==> src/rtl/cpu_bus_responder.sv <==
// Memory-side responder for the CPU M-cycle bus (T1..T4 phases, byte RAM).
// Optional trace ports: define CPU_BUS_RESPONDER_TRACE_EN.
module cpu_bus_responder #(
  parameter int unsigned ADR_BITS = 8,
  parameter logic [15:0] BASE     = 16'hC000,
  parameter logic [7:0]  OPEN_BUS = 8'hFF
) (
  input  logic        clk,
  input  logic        nreset,
  input  logic        mcyc_start,
  input  logic [15:0] cpu_adr,
  input  logic        cpu_rd,
  input  logic        cpu_wr,
  input  logic [7:0]  cpu_dout,
  output logic [7:0]  din,
  output logic [1:0]  tphase,
  output logic        busy,
  output logic        err
`ifdef CPU_BUS_RESPONDER_TRACE_EN
  ,
  output logic [15:0] last_wr_adr,
  output logic [7:0]  last_wr_dat,
  output logic [15:0] wr_count
`endif
);

  localparam int unsigned DEPTH    = 1 << ADR_BITS;
  localparam logic [15:0] ADR_MASK = 16'(DEPTH - 1);

  typedef enum logic [2:0] {
    S_IDLE,
    S_T1,
    S_T2,
    S_T3,
    S_T4
  } state_t;

  state_t r_state;
  state_t w_next;

  logic [15:0]         r_adr;
  logic                r_rd;
  logic                r_wr;
  logic [7:0]          r_wdat;
  logic [7:0]          r_din;
  logic                r_err;
  logic [7:0]          r_mem [DEPTH];
  logic [ADR_BITS-1:0] w_idx;
  logic                w_hit;
  logic                w_commit;
  logic                w_early;
  logic                w_conflict;

  assign w_idx      = r_adr[ADR_BITS-1:0];
  assign w_hit      = (r_adr & ~ADR_MASK) == BASE;
  assign w_commit   = (r_state == S_T4) && r_wr && w_hit;
  assign w_early    = mcyc_start &&
                      (r_state inside {S_T1, S_T2, S_T3});
  assign w_conflict = mcyc_start && cpu_rd && cpu_wr;

  assign din = r_din;
  assign err = r_err;

  always_ff @(posedge clk or negedge nreset) begin
    if (!nreset) r_state <= S_IDLE;
    else         r_state <= w_next;
  end

  always_comb begin
    w_next = r_state;
    tphase = 2'd0;
    busy   = 1'b0;
    unique case (r_state)
      S_IDLE: w_next = S_IDLE;
      S_T1: begin
        w_next = S_T2;
        busy   = 1'b1;
      end
      S_T2: begin
        w_next = S_T3;
        tphase = 2'd1;
        busy   = 1'b1;
      end
      S_T3: begin
        w_next = S_T4;
        tphase = 2'd2;
        busy   = 1'b1;
      end
      S_T4: begin
        w_next = S_IDLE;
        tphase = 2'd3;
        busy   = 1'b1;
      end
      default: w_next = S_IDLE;
    endcase
    // A start pulse in any phase begins a fresh T1.
    if (mcyc_start) w_next = S_T1;
  end

  always_ff @(posedge clk or negedge nreset) begin
    if (!nreset) begin
      r_adr  <= '0;
      r_rd   <= 1'b0;
      r_wr   <= 1'b0;
      r_wdat <= '0;
      r_din  <= OPEN_BUS;
      r_err  <= 1'b0;
    end else begin
      if (mcyc_start) begin
        r_adr <= cpu_adr;
        // rd+wr together degrades to a no-op cycle
        r_rd  <= cpu_rd && !cpu_wr;
        r_wr  <= cpu_wr && !cpu_rd;
        r_din <= OPEN_BUS;
      end else if (r_state == S_T1) begin
        r_din <= (r_rd && w_hit) ? r_mem[w_idx] : OPEN_BUS;
      end else if (r_state inside {S_IDLE, S_T4}) begin
        r_din <= OPEN_BUS;
      end
      if (r_state == S_T3) r_wdat <= cpu_dout;
      if (w_early || w_conflict) r_err <= 1'b1;
    end
  end

  always_ff @(posedge clk) begin
    if (w_commit) r_mem[w_idx] <= r_wdat;
  end

`ifdef CPU_BUS_RESPONDER_TRACE_EN
  always_ff @(posedge clk or negedge nreset) begin
    if (!nreset) begin
      last_wr_adr <= '0;
      last_wr_dat <= '0;
      wr_count    <= '0;
    end else if (w_commit) begin
      last_wr_adr <= r_adr;
      last_wr_dat <= r_wdat;
      wr_count    <= wr_count + 16'd1;
    end
  end
`endif

endmodule
==> config.mk <==
export PLATFORM = sky130hd
export DESIGN_NAME = cpu_bus_responder
export DESIGN_NICKNAME = d
export VERILOG_FILES = /design/src/rtl/cpu_bus_responder.sv
export SDC_FILE = /design/constraint.sdc
export NUM_CORES = 2
export LEC_CHECK = 0
export ABC_AREA = 1
export CELL_PAD_IN_SITES_DETAIL_PLACEMENT = 1
export CELL_PAD_IN_SITES_GLOBAL_PLACEMENT = 2
export CORE_ASPECT_RATIO = 1.5
export CORE_MARGIN = 3
export CORE_UTILIZATION = 29
export CTS_CLUSTER_DIAMETER = 100
export DETAILED_ROUTE_END_ITERATION = 12
export PLACE_DENSITY = 0.58
export RECOVER_POWER = 100
export SETUP_SLACK_MARGIN = 0.02
export SYNTH_ARGS = -nofsm -noshare
export SYNTH_HDL_FRONTEND = slang
export SYNTH_SLANG_ARGS = --single-unit
==> constraint.sdc <==
create_clock -name clk -period 5.5 [get_ports clk]
set_clock_uncertainty 0.15 [all_clocks]
set_input_delay 1.1 -clock clk [delete_from_list [all_inputs] [get_ports clk]]
set_output_delay 1.1 -clock clk [all_outputs]
set_load 0.005 [all_outputs]
==> flow_summary.yaml <==
outcome:
  status: "finished with violations"
  failed_checks: "max-capacitance violations, max-slew violations"
drt:
  first_iter_violations: 3461
  dr_total_vias: 55310
  drc_errors: 0
  wire_per_inst_um: 25.25
  vias_per_cell: 4.751
  routed_wl_um: 294000
  firstDrtPassIters: 5
  ant_nets: 0
yosys:
  netlist_top_cells_area: "edfxtp_1 73%, nand2_1 18%, nor2_1 2.6%"
  ys_seq_area_share_pct: 73.93
  synthMuxAreaShare_pct: 0.1066
  ys_seq_elements: 2086
  synth_compound_area_share_pct: 1.736
  synth.net_count: 7648
  synth_top_family_by_area: "simple AND/OR/NAND/NOR gates"
  synth.avg_cell_area_um2: 11.09
  synthCells: 7619
  synthAdderAreaFrac_pct: 0
  yosys_warnings: 0
  yosysTopAreaCell: "edfxtp_1"
  synth_cell_types: 29
  syn_area_um2: 84480
  synthXorXnorAreaFrac_pct: 0
  netlist.area_leader.share_pct: 72.80
  synthSimpleGateAreaFrac_pct: 21.97
clocking:
  post-cts-setup-buffer-count: 0
  numCtsBuffers: 211
  max-clock-path-buffers: 4
  hold_buffers: 0
  clock_latency_ps: 870
  cts_tree: "yes"
  path_clk_slew_ps: 60
  cts_resized: 0
  root_buffer: "clkbuf_16"
  h-tree-depth: 4
  clkSinkCount: 2086
floorplan:
  start_util_pct: 29.15
  core_um2: 289800
  pin_count: 41
  die_y_um: 667.0
  die_x_um: 446.7
  die_area_um2: 298000
  num_rows: 242
finish:
  layout_commonest_cell: "nand2_1"
  syn_to_final_growth_pct: 13.77
  fill_cells: 31590
  layout-drive-gt1-share_pct: 5.485
  layout_common_cells: "3,954 x nand2_1, 2,048 x edfxtp_1, 591 x nor2_1"
  instances_no_fill: 11640
  fin_nets: 7719
  final_util_pct: 33.17
sta:
  rsz0062_at_grt: "false"
  slew_headroom_pct: -179.0
  maxSlewViolCount: 1837
  finalCritPeriodShare_pct: 87.34
  setup_violations: 0
  period_needed_ps: 4804
  setup_tns_ps: 0
  tightestPinTransition_ps: 4185
  fmax_mhz: 208.2
  hold_ws_ps: 322.6
  hold_violations: 0
pwr:
  ir_drop_uv: 363.6
  cellLeakagePower_nw: 35.31
  powerDensity_nw_per_um2: 401.3
  p_total_mw: 38.57
global_routing:
  grt_pass1_vias: 58660
  gr-total-overflow: 0
  grt_max_degree: 142
  grt_pass1_wl_um: 422200
  grt_usage_pct: 19.46
  antenna_found_initial: 12
critical_path:
  path_max_fanout: 61
  endpoint_kind: "flip-flop"
  cp_data_required_time_ps: 5780
  critical_path_class: "flip-flop to flip-flop"
  start_kind: "flip-flop"
  worstPathArrival_ps: 5080
job:
  cap_violations: 40
min_path:
  min_path_type: "flip-flop to flip-flop"
place:
  place_hpwl_um: 173800
  dp_cells: 11260
  gp_congestion: 0.7798
  io_buffer_count: 40
==> per-layer routing <==
metal	vias to the layer above	share of wire, %	track usage [%]
li1	25590	-	-
met1	28460	42	24.16
met2	889	52	35.68
met3	366	3.3	1.943
met4	2	2.9	5.321
met5	-	0.0037	0
==> worst max-delay path, cell delays in order (launching register included) <==
cell and delay (ps):
dfrtp_4 680, nand2_1 210, inv_8 460, nand2_1 1190
clkbuf_1 620, nor2_1 1000
==> where the power goes <==
group / switching [mW] / internal (mW)
logic: 3.90 / 0.727
clock network: 6.33 / 8.18
registers: 0.331 / 19.1
total: 10.6 / 28.0
==> logic make-up (layout without fill, tap and decap cells) <==
group | Yosys count | in the layout
AOI/OAI and AO/OA | 283 | 283
buffers and inverters | 423 | 662
DFF | 2086 | 2086
muxes | 8 | 8
other | 0 | 3
and+or+nand+nor | 4819 | 4819
==> registers in the layout, indices dropped and copies added, names as in the netlist <==
register / flops
r_state: 3
din: 8
r_wdat: 8
r_rd: 1
r_mem: 2048
r_adr: 16
err: 1
r_wr: 1
==> synth_stat cells (all sizes together) <==
cell / number
a21boi: 1
a21oi: 121
a22oi: 16
a311o: 1
buf: 254
clkbuf: 140
clkinv: 2
dfrtp: 30
dfstp: 8
edfxtp: 2048
inv: 27
mux2: 8
nand2: 3957
nand3: 167
nand4: 90
nor2: 595
nor3: 9
o21ai: 143
o31ai: 1
or3: 1
==> cell type report <==
class	instances	area [um^2]	area share, %
inverters	29	141.4	0.1471
clock buffers	250	5530	5.754
well taps	3782	4732	4.923
flip-flops and latches	2086	62470	64.99
clock inverters	131	1202	1.251
diodes	3	7.507	0.007810
multi-input cells	5110	20140	20.96
repair buffers	252	1893	1.970
==> metrics by stage <==
stage	area, um^2	worst slack, ps
after CTS	96730	1227
after detailed placement	90000	1299
after floorplan	84480	1368
final	96120	696.2
after global routing	96120	597.8
after global placement	90000	1113
==> final timing paths <==
| path | slack (ps) | from | depth (start not counted) | end |
|---|---|---|---|---|
| min in group asynchronous | 770 | nreset | 1 | r_wdat[7] |
| setup / recovery | 700 | r_adr[1] | 5 | r_mem[167][3] |
| hold / removal | 320 | r_adr[15] | 2 | r_adr[15] |
| hold reg to reg | 320 | r_adr[15] | 2 | r_adr[15] |
| setup reg to reg | 700 | r_adr[1] | 5 | r_mem[167][3] |
| max in group asynchronous | 2800 | nreset | 1 | r_adr[1] |
Note: power is estimated with default switching activity, not from simulation.
